<file path="src/rtl/snow64_direct_mapped_instr_cache_if.sv">
// Fetch/memory bus of the direct-mapped instruction cache.
//   master : the environment (fetch stage and memory arbiter); drives the
//            read request, invalidate and fill response, and observes the rest
//   slave  : the cache itself
// Signals:
//   in_req_read_req / in_req_read_addr  fetch request and byte address
//   in_invalidate                       drop every cached line
//   out_req_read_valid / _instr         fetched instruction, one-cycle strobe
//   out_mem_access_req / _addr          one-cycle line fill request
//   in_mem_access_valid / _data         fill response carrying a whole line
interface snow64_direct_mapped_instr_cache_if #(
  parameter int ADDR_WIDTH  = 64,
  parameter int INSTR_WIDTH = 32,
  parameter int LINE_WIDTH  = 256
);
  logic                   in_req_read_req;
  logic [ADDR_WIDTH-1:0]  in_req_read_addr;
  logic                   in_invalidate;
  logic                   out_req_read_valid;
  logic [INSTR_WIDTH-1:0] out_req_read_instr;
  logic                   out_mem_access_req;
  logic [ADDR_WIDTH-1:0]  out_mem_access_addr;
  logic                   in_mem_access_valid;
  logic [LINE_WIDTH-1:0]  in_mem_access_data;

  modport master (
    output in_req_read_req, in_req_read_addr, in_invalidate,
           in_mem_access_valid, in_mem_access_data,
    input  out_req_read_valid, out_req_read_instr,
           out_mem_access_req, out_mem_access_addr
  );

  modport slave (
    input  in_req_read_req, in_req_read_addr, in_invalidate,
           in_mem_access_valid, in_mem_access_data,
    output out_req_read_valid, out_req_read_instr,
           out_mem_access_req, out_mem_access_addr
  );
endinterface

</file>
<file path="src/rtl/snow64_direct_mapped_instr_cache.sv">
// Direct-mapped, read-only instruction cache between fetch and memory arbiter.
// Ports:
//   clk   : clock, all state updates on the rising edge
//   rst_n : asynchronous active-low reset
//   bus   : slave side of snow64_direct_mapped_instr_cache_if (fetch request,
//           instruction return, whole-cache invalidate, line fill handshake)
// Hits return the instruction one cycle after the request. A miss emits a
// single-cycle fill request for the line-aligned address and waits for the
// fill, which is forwarded to the requester and written into the line.
module snow64_direct_mapped_instr_cache #(
  parameter int ADDR_WIDTH  = 64,
  parameter int INSTR_WIDTH = 32,
  parameter int LINE_WIDTH  = 256,
  parameter int NUM_LINES   = 8
) (
  input logic clk,
  input logic rst_n,
  snow64_direct_mapped_instr_cache_if.slave bus
);
  localparam int WORDS     = LINE_WIDTH / INSTR_WIDTH;
  localparam int BYTE_BITS = $clog2(INSTR_WIDTH / 8);
  localparam int OFF_BITS  = $clog2(WORDS);
  localparam int IDX_BITS  = $clog2(NUM_LINES);
  localparam int TAG_BITS  = ADDR_WIDTH - IDX_BITS - OFF_BITS - BYTE_BITS;

  typedef enum logic {IDLE, WAIT_FOR_MEM} state_t;
  typedef logic [WORDS-1:0][INSTR_WIDTH-1:0] line_t;

  state_t                 state, state_nxt;
  logic [NUM_LINES-1:0]   valid, valid_nxt;
  logic                   pend_inv, pend_inv_nxt;
  logic                   out_valid, out_valid_nxt;
  logic [INSTR_WIDTH-1:0] out_instr, out_instr_nxt;
  logic                   mem_req, mem_req_nxt;
  logic [ADDR_WIDTH-1:0]  mem_addr, mem_addr_nxt;
  logic                   capture, fill_write;

  line_t                  data_arr [NUM_LINES];
  logic [TAG_BITS-1:0]    tag_arr  [NUM_LINES];
  logic [TAG_BITS-1:0]    cap_tag;
  logic [IDX_BITS-1:0]    cap_idx;
  logic [OFF_BITS-1:0]    cap_off;

  logic [TAG_BITS-1:0]    req_tag;
  logic [IDX_BITS-1:0]    req_idx;
  logic [OFF_BITS-1:0]    req_off;
  logic                   unused_byte_bits;
  line_t                  fill_line;
  logic                   hit;

  assign req_tag          = bus.in_req_read_addr[ADDR_WIDTH-1 -: TAG_BITS];
  assign req_idx          = bus.in_req_read_addr[BYTE_BITS+OFF_BITS +: IDX_BITS];
  assign req_off          = bus.in_req_read_addr[BYTE_BITS +: OFF_BITS];
  assign unused_byte_bits = ^bus.in_req_read_addr[BYTE_BITS-1:0];
  assign fill_line        = bus.in_mem_access_data;

  // A same-cycle invalidate wins over the lookup, so the request misses.
  assign hit = valid[req_idx] && (tag_arr[req_idx] == req_tag) && !bus.in_invalidate;

  always_comb begin
    state_nxt     = state;
    valid_nxt     = valid;
    pend_inv_nxt  = pend_inv;
    out_valid_nxt = 1'b0;
    out_instr_nxt = out_instr;
    mem_req_nxt   = 1'b0;
    mem_addr_nxt  = mem_addr;
    capture       = 1'b0;
    fill_write    = 1'b0;
    case (state)
      IDLE: begin
        if (bus.in_invalidate) valid_nxt = '0;
        if (bus.in_req_read_req) begin
          if (hit) begin
            out_valid_nxt = 1'b1;
            out_instr_nxt = data_arr[req_idx][req_off];
          end else begin
            mem_req_nxt  = 1'b1;
            mem_addr_nxt = {req_tag, req_idx, {(OFF_BITS+BYTE_BITS){1'b0}}};
            capture      = 1'b1;
            pend_inv_nxt = 1'b0;
            state_nxt    = WAIT_FOR_MEM;
          end
        end
      end
      WAIT_FOR_MEM: begin
        if (bus.in_invalidate) begin
          valid_nxt    = '0;
          pend_inv_nxt = 1'b1;
        end
        if (bus.in_mem_access_valid) begin
          fill_write = 1'b1;
          // Data requested before an invalidate is stored but never trusted.
          valid_nxt[cap_idx] = !(pend_inv || bus.in_invalidate);
          pend_inv_nxt  = 1'b0;
          out_valid_nxt = 1'b1;
          out_instr_nxt = fill_line[cap_off];
          state_nxt     = IDLE;
        end
      end
      default: state_nxt = IDLE;
    endcase
  end

  always_ff @(posedge clk or negedge rst_n) begin
    if (!rst_n) begin
      state     <= IDLE;
      valid     <= '0;
      pend_inv  <= 1'b0;
      out_valid <= 1'b0;
      out_instr <= '0;
      mem_req   <= 1'b0;
      mem_addr  <= '0;
    end else begin
      state     <= state_nxt;
      valid     <= valid_nxt;
      pend_inv  <= pend_inv_nxt;
      out_valid <= out_valid_nxt;
      out_instr <= out_instr_nxt;
      mem_req   <= mem_req_nxt;
      mem_addr  <= mem_addr_nxt;
    end
  end

  // Tag/data storage and the captured miss address carry no reset; the
  // valid bits alone decide whether their contents are used.
  always_ff @(posedge clk) begin
    if (capture) begin
      cap_tag <= req_tag;
      cap_idx <= req_idx;
      cap_off <= req_off;
    end
    if (fill_write) begin
      data_arr[cap_idx] <= fill_line;
      tag_arr[cap_idx]  <= cap_tag;
    end
  end

  assign bus.out_req_read_valid  = out_valid;
  assign bus.out_req_read_instr  = out_instr;
  assign bus.out_mem_access_req  = mem_req;
  assign bus.out_mem_access_addr = mem_addr;
endmodule

</file>
<file path="src/flat_wrapper.sv">
// flat-port wrapper written by rule: the top's interface ports become plain ports
module snow64_direct_mapped_instr_cache_flat 
#(
  parameter int ADDR_WIDTH  = 64,
  parameter int INSTR_WIDTH = 32,
  parameter int LINE_WIDTH  = 256,
  parameter int NUM_LINES   = 8
)
  (clk, rst_n, bus_in_req_read_req, bus_in_req_read_addr, bus_in_invalidate, bus_in_mem_access_valid, bus_in_mem_access_data, bus_out_req_read_valid, bus_out_req_read_instr, bus_out_mem_access_req, bus_out_mem_access_addr);
  snow64_direct_mapped_instr_cache_if #(.ADDR_WIDTH(ADDR_WIDTH), .INSTR_WIDTH(INSTR_WIDTH), .LINE_WIDTH(LINE_WIDTH)) bus_i ();
  input logic clk;
  input logic rst_n;
  input wire logic [$bits(bus_i.in_req_read_req)-1:0] bus_in_req_read_req;
  input wire logic [$bits(bus_i.in_req_read_addr)-1:0] bus_in_req_read_addr;
  input wire logic [$bits(bus_i.in_invalidate)-1:0] bus_in_invalidate;
  input wire logic [$bits(bus_i.in_mem_access_valid)-1:0] bus_in_mem_access_valid;
  input wire logic [$bits(bus_i.in_mem_access_data)-1:0] bus_in_mem_access_data;
  output wire logic [$bits(bus_i.out_req_read_valid)-1:0] bus_out_req_read_valid;
  output wire logic [$bits(bus_i.out_req_read_instr)-1:0] bus_out_req_read_instr;
  output wire logic [$bits(bus_i.out_mem_access_req)-1:0] bus_out_mem_access_req;
  output wire logic [$bits(bus_i.out_mem_access_addr)-1:0] bus_out_mem_access_addr;
  assign bus_i.in_req_read_req = bus_in_req_read_req;
  assign bus_i.in_req_read_addr = bus_in_req_read_addr;
  assign bus_i.in_invalidate = bus_in_invalidate;
  assign bus_i.in_mem_access_valid = bus_in_mem_access_valid;
  assign bus_i.in_mem_access_data = bus_in_mem_access_data;
  assign bus_out_req_read_valid = bus_i.out_req_read_valid;
  assign bus_out_req_read_instr = bus_i.out_req_read_instr;
  assign bus_out_mem_access_req = bus_i.out_mem_access_req;
  assign bus_out_mem_access_addr = bus_i.out_mem_access_addr;
  snow64_direct_mapped_instr_cache #(.ADDR_WIDTH(ADDR_WIDTH), .INSTR_WIDTH(INSTR_WIDTH), .LINE_WIDTH(LINE_WIDTH), .NUM_LINES(NUM_LINES)) u_core (.clk(clk), .rst_n(rst_n), .bus(bus_i));
endmodule
</file>
<file path="config.mk">
export PLATFORM = sky130hd
export DESIGN_NAME = snow64_direct_mapped_instr_cache_flat
export DESIGN_NICKNAME = d
export VERILOG_FILES = /design/src/rtl/snow64_direct_mapped_instr_cache_if.sv /design/src/rtl/snow64_direct_mapped_instr_cache.sv /design/src/flat_wrapper.sv
export SDC_FILE = /design/constraint.sdc
export NUM_CORES = 2
export LEC_CHECK = 0
export CAP_MARGIN = 15
export CORE_ASPECT_RATIO = 1.2
export CORE_UTILIZATION = 40
export DETAILED_ROUTE_END_ITERATION = 12
export SKIP_LAST_GASP = 1
export SYNTH_ARGS = -nofsm -noshare
export SYNTH_HDL_FRONTEND = slang
export SYNTH_SLANG_ARGS = --single-unit
export TNS_END_PERCENT = 20
</file>
<file path="constraint.sdc">
create_clock -name clk -period 45.8 [get_ports clk]
set_input_delay 6.87 -clock clk [delete_from_list [all_inputs] [get_ports clk]]
set_output_delay 6.87 -clock clk [all_outputs]
set_load 0.01 [all_outputs]
</file>
Word-level counts from Yosys, hierarchy flattened
Memories as Yosys holds them, arrays and structs flattened.
Cells that the tools add are included.
{ "classes": {"add_sub_neg": 0, "n_mul": 0, "div": 0, "n_lt_le_gt_ge": 5, "eq_ne": 6, "n_shift": 0, "muxes": 34, "bitwise_logic": 2, "n_reduce_logical": 9} }
{ "ops": {"columns": ["cell", "count"], "rows": [
  ["32-bit binary-select mux with 3-bit select", 2],
  ["32-bit two-way mux", 5],
  ["32-bit one-hot mux with 2 select lines", 1],
  ["56-bit == test", 1],
  ["8-bit two-way mux", 3],
  ["3-bit by 4-bit < comparator with 1-bit output, second input constant", 4],
  ["1-bit two-way mux", 16],
  ["8-bit one-hot mux with 2 select lines", 1],
  ["3-bit AND reduction", 3],
  ["8-bit bitwise mux", 1],
  ["2-bit != test, second input constant", 3],
  ["1-bit one-hot mux with 2 select lines", 3],
  ["1-bit binary-select mux with 3-bit select", 1],
  ["1-bit demux with 3-bit select", 1],
  ["3-bit by 1-bit greater-or-equal comparator with 1-bit output, second input constant", 1],
  ["1-bit logical AND", 3],
  ["3-bit != test, second input constant", 1],
  ["1-bit zero test", 2],
  ["2-bit by 1-bit != test with 1-bit output, second input constant", 1],
  ["1-bit NOT", 2],
  ["1-bit logical OR", 1]
]} }
{ "word_totals": {"ff_bits": 165, "latchBits": 0, "mem_bits_rw": 2496, "rom_bits": 0, "inputBits": 325, "output_inout_bits": 98, "wordCells": 68, "memories": 2} }
{ "memory_table": {"columns": ["memory", "depth", "width", "rd", "rd_clocked_by_memory_dff", "write_ports", "line_no", "rtl"], "rows": [
  ["u_core.data_arr", 8, 256, 1, 0, 1, "snow64_direct_mapped_instr_cache.sv:38", "line_t data_arr [NUM_LINES];"],
  ["u_core.tag_arr", 8, 56, 1, 0, 1, "snow64_direct_mapped_instr_cache.sv:39", "logic [TAG_BITS-1:0] tag_arr [NUM_LINES];"]
]} }

Longest topological paths before layout
{ "depth": {"ltp_word": 7, "depth_mapped": 13, "ltp_nobuf": 8} }

Least setup slack after synthesis
Ideal clock, no wire load.
{ "synth_path": {"path_type": "input to register", "startpoint": "in bus_in_mem_access_valid", "endpoint": "reg u_core.valid[0]", "setup_ns": 0.157, "arrival_time_ns": 38.178, "t_required_ns": 45.643, "setup_slack_ns": 7.465, "cell_stages": 4, "path_buffers": 0, "path_cell_list": "nand2_1 nor4_1 mux2i_1 nor2_1"} }
{ "synth_via": {"elab_chain_len": 2} }
{ "synth_lines": {"columns": ["item", "line_no", "rtl"], "rows": [
  ["start: declaration", "flat_wrapper.sv:16", "input wire logic [$bits(bus_i.in_mem_access_valid)-1:0] bus_in_mem_access_valid;"],
  ["8-bit two-way mux", "snow64_direct_mapped_instr_cache.sv:91", "if (bus.in_mem_access_valid) begin"],
  ["8-bit one-hot mux with 2 select lines", "snow64_direct_mapped_instr_cache.sv:70", "case (state)"],
  ["via u_core.valid_nxt[0]", "snow64_direct_mapped_instr_cache.sv:30", "logic [NUM_LINES-1:0] valid, valid_nxt;"],
  ["end signal: assignment", "snow64_direct_mapped_instr_cache.sv:116", "valid <= valid_nxt;"],
  ["end: declaration", "snow64_direct_mapped_instr_cache.sv:30", null]
]} }
The timed path passes the listed nets, and every way through them passes these cells.
A chain may end at the register's enable or synchronous reset.

Final worst setup path
{ "layout_path": {"startpoint": "in bus_in_req_read_addr[5]", "endpoint": "reg u_core.out_instr[26], in the netlist u_core.bus.out_req_read_instr[26]"} }
{ "layout_via": {"elab_chain_len": 6} }
{ "layout_lines": {"columns": ["item", "line_no", "rtl"], "rows": [
  ["start: declaration", "flat_wrapper.sv:14", "input wire logic [$bits(bus_i.in_req_read_addr)-1:0] bus_in_req_read_addr;"],
  ["memory 8 x 256 bit (tied with other cells)", null, null],
  ["32-bit binary-select mux with 3-bit select (tied with other cells)", "snow64_direct_mapped_instr_cache.sv:76", "out_instr_nxt = data_arr[req_idx][req_off];"],
  ["32-bit two-way mux (implied by the code) or 1-bit logical AND (tied branches)", "snow64_direct_mapped_instr_cache.sv:76, snow64_direct_mapped_instr_cache.sv:58", null],
  ["32-bit two-way mux or 1-bit logical AND (tied branches)", "snow64_direct_mapped_instr_cache.sv:74, snow64_direct_mapped_instr_cache.sv:58", null],
  ["32-bit two-way mux or 2-bit by 1-bit != test with 1-bit output (tied branches)", null, null],
  ["32-bit one-hot mux with 2 select lines or 3-bit AND reduction (tied branches)", null, null],
  ["end signal: assignment", "snow64_direct_mapped_instr_cache.sv:119", "out_instr <= out_instr_nxt;"],
  ["end: declaration", "snow64_direct_mapped_instr_cache.sv:33", "logic [INSTR_WIDTH-1:0] out_instr, out_instr_nxt;"]
]} }
Several ways; a longest one is shown, not always the timed one. The select of a mux whose other input is x is not followed.

==> results.yml <==
pwr:
  p_leak_nw: 37.57
  power.density_mw_per_mm2: 45.03
  max-vdd-ir-drop_v: 0.00003565
clocking:
  cts_buffer_depth: 4
  path_clk_slew_ns: 0.06
  cts_resized: 0
  cts_tree: "yes"
  cts_root_buffer: "clkbuf_16"
  clock_sinks: 2661
  cts_setup_buffers: 0
  clk_latency_ns: 0.85
  h-tree-depth: 5
  hold_buffers: 0
  cts_buffers: 279
place:
  portBuffers: 415
  hpwl_um: 149000
  gp_congestion: 0.7528
synth:
  syn-cell-area_sq_mm: 0.1021
  ys_seq_area_share_pct: 77.76
  synth.distinct_cells: 43
  postSynthCellCount: 4385
  synth_seq_cells: 2661
  yosys_warnings: 0
  syn-mean-instance-area_sq_um: 23.28
layout:
  area_growth_pct: 16.61
  drive_above_1_share_pct: 24.41
  utilization_pct: 47.06
  final_common_cell: "edfxtp_1"
  final_cell_mix: "edfxtp_1 (2558), mux4_2 (688), clkdlybuf4s50_1 (411), clkbuf_16 (285), a22oi_1 (193)"
  fillCellCount: 20630
  nets: 5258
setup_path:
  crit_family: "buffers and inverters"
  crit_path_end_kind: "flop"
  arrival_ns: 12.20
  slowest_delay_ns: 0.87
  critPathMaxFanout: 49
  crit_path_start: "bus_in_req_read_addr[5]"
  cp-start-kind: "input pin"
  critical-path-slowest-cell: "buf_4"
  path_cells: "buf_8, buf_4, mux4_2, mux2i_1, xnor2_1, a2111oi_0, nand3_1, nor4_4, a41oi_4, buf_4, mux2i_1"
  cp_data_required_time_ns: 46.48
  r2r_start: "u_core.state$_DFF_PN0_"
  crit_buf_inv: 3
  critPathKind: "in2reg"
floorplanning:
  die_h_um: 555.4
  die_w_um: 463.2
  coreArea_sq_mm: 0.2530
  dieArea_sq_mm: 0.2573
  rows: 202
  initial_core_util_pct: 40.36
  io_pins: 423
timing:
  finalSetupViolCount: 0
  relSlewSlack_pct: 24.89
  final.setup.tns_ns: 0
  rsz0062_at_grt: "false"
  hold_viol: 0
  fin_crit_ns: 11.52
  period_share_pct: 25.14
  worstMarginPinSlew_ns: 1.127
  slew_violations: 0
  clock_skew_ns: 0.06183
  fmax_ghz: 0.08683
route:
  met2_length_um: 135100
  vias: 48340
  wl_met3_um: 18240
  drc: 0
  vias_per_cell: 5.670
  wl_um: 264100
  post_drt_wl_per_cell_um: 30.98
  dr.first_iter.drc_count: 4156
  highest_layer: "met5"
  firstDrtPassIters: 7
  met1_length_um: 102400
  ant_nets: 0
global_route:
  grt_first_pass_wirelength_um: 374300
  track_usage_pct: 20.35
  grt_start_max_net_pins: 134
  gr-total-overflow: 0
  grt_antenna_before_repair: 111
  grt_pass1_vias: 49800
job:
  max_cap_viol_count: 0
worst_hold_path:
  hp-start: "u_core.pend_inv$_DFFE_PN0P_"
  hold_path_class: "reg2reg"
run_status:
  status: "completed"
where the power goes:
| part | switching [mW] | internal [mW] |
|---|---|---|
| Clock | 0.924 | 1.26 |
| Combinational | 0.215 | 0.181 |
| Sequential | 0.0358 | 2.74 |
cells by family after synthesis:
logic type,after synthesis,share of synthesized area [%]
buf+inv,287,1.278
xor+xnor,46,0.3946
simple gates,212,1.104
compound gates,308,2.214
flops,2661,77.76
mux,870,17.25
other cells,1,0.003673
registers in the layout (all words and copies together) (netlist names):
| register | flops |
|---|---|
| u_core.bus.out_mem_access_addr | 59 |
| u_core.bus.out_mem_access_req | 1 |
| u_core.bus.out_req_read_instr | 32 |
| u_core.bus.out_req_read_valid | 1 |
| u_core.cap_idx | 3 |
| u_core.cap_off | 3 |
| u_core.cap_tag | 56 |
| u_core.data_arr | 2048 |
| u_core.pend_inv | 1 |
| u_core.state | 1 |
| u_core.tag_arr | 448 |
| u_core.valid | 8 |
per-layer routing:
metal  GRT usage, %  vias up
li1               -    19990
met1          25.88    26100
met2          34.99     1648
met3          4.307      515
met4          6.123       76
met5              0        -
per-stage QoR:
step	cells	hold slack [ns]	total power, mW	setup slack, ns	instance area, sq um
after floorplan	4389	0.4478	3.045	7.465	102100
after global placement	8018	0.4667	3.223	33.16	110300
after detailed placement	8018	0.4924	3.231	33.10	110300
after CTS	8499	0.4954	5.420	34.01	119000
after global routing	8505	0.5063	5.526	33.73	119000
final	8524	0.4962	5.361	34.28	119100
Yosys cell counts (all sizes together):
library cell  count  area share, %
dfrtp           103            2.5
nor4              7          0.070
nand4            38           0.23
nor2             17          0.062
buf             121           0.67
a21o              2          0.015
clkbuf          129           0.47
nand2b           10          0.061
inv              37           0.14
xnor2            26           0.22
nor2b             4          0.025
edfxtp         2558             75
a311oi            1          0.026
mux4            688             15
conb              1         0.0037
nand3            99           0.49
and2              2          0.012
o2bb2ai           1         0.0086
and3b             1         0.0086
or3               1         0.0061
o22ai            66           0.40
a41oi             1          0.016
a22o              1         0.0086
nand3b            1         0.0074
a2111oi           2          0.017
nand2            23          0.085
a2bb2oi           1         0.0086
o221ai            1         0.0086
a211oi           36           0.26
a21oi             2         0.0098
mux2             61           0.88
nor3b             2          0.015
nor3              7          0.034
a221oi            1         0.0086
mux2i           121            1.2
a22oi           193            1.4
xor2             20           0.17
final timing paths:
path | slack [ns] | depth (start not counted) | endpoint
setup / recovery | 34.28 | 11 | u_core.bus.out_req_read_instr[26]$_DFFE_PN0P_
hold / removal | 0.50 | 1 | u_core.valid[6]$_DFF_PN0_
setup reg to reg | 40.69 | 7 | u_core.data_arr[5][42]$_DFFE_PP_
hold reg to reg | 0.50 | 1 | u_core.valid[6]$_DFF_PN0_
max in group asynchronous | 38.43 | 2 | u_core.state$_DFF_PN0_
min in group asynchronous | 6.13 | 1 | u_core.bus.out_mem_access_addr[8]$_DFFE_PN0P_
area by class of cell:
type,instances,area [sq um],share of cell area (%)
Antenna cell,25,62.56,0.05255
Clock buffer,338,7361,6.183
Clock inverter,143,1329,1.116
Inverter,37,138.9,0.1167
Multi-Input combinational cell,1441,21530,18.09
Sequential cell,2661,79390,66.69
Tap cell,3366,4212,3.538
Timing Repair Buffer,513,5024,4.220
No activity file was read; power rests on OpenSTA's default activity.
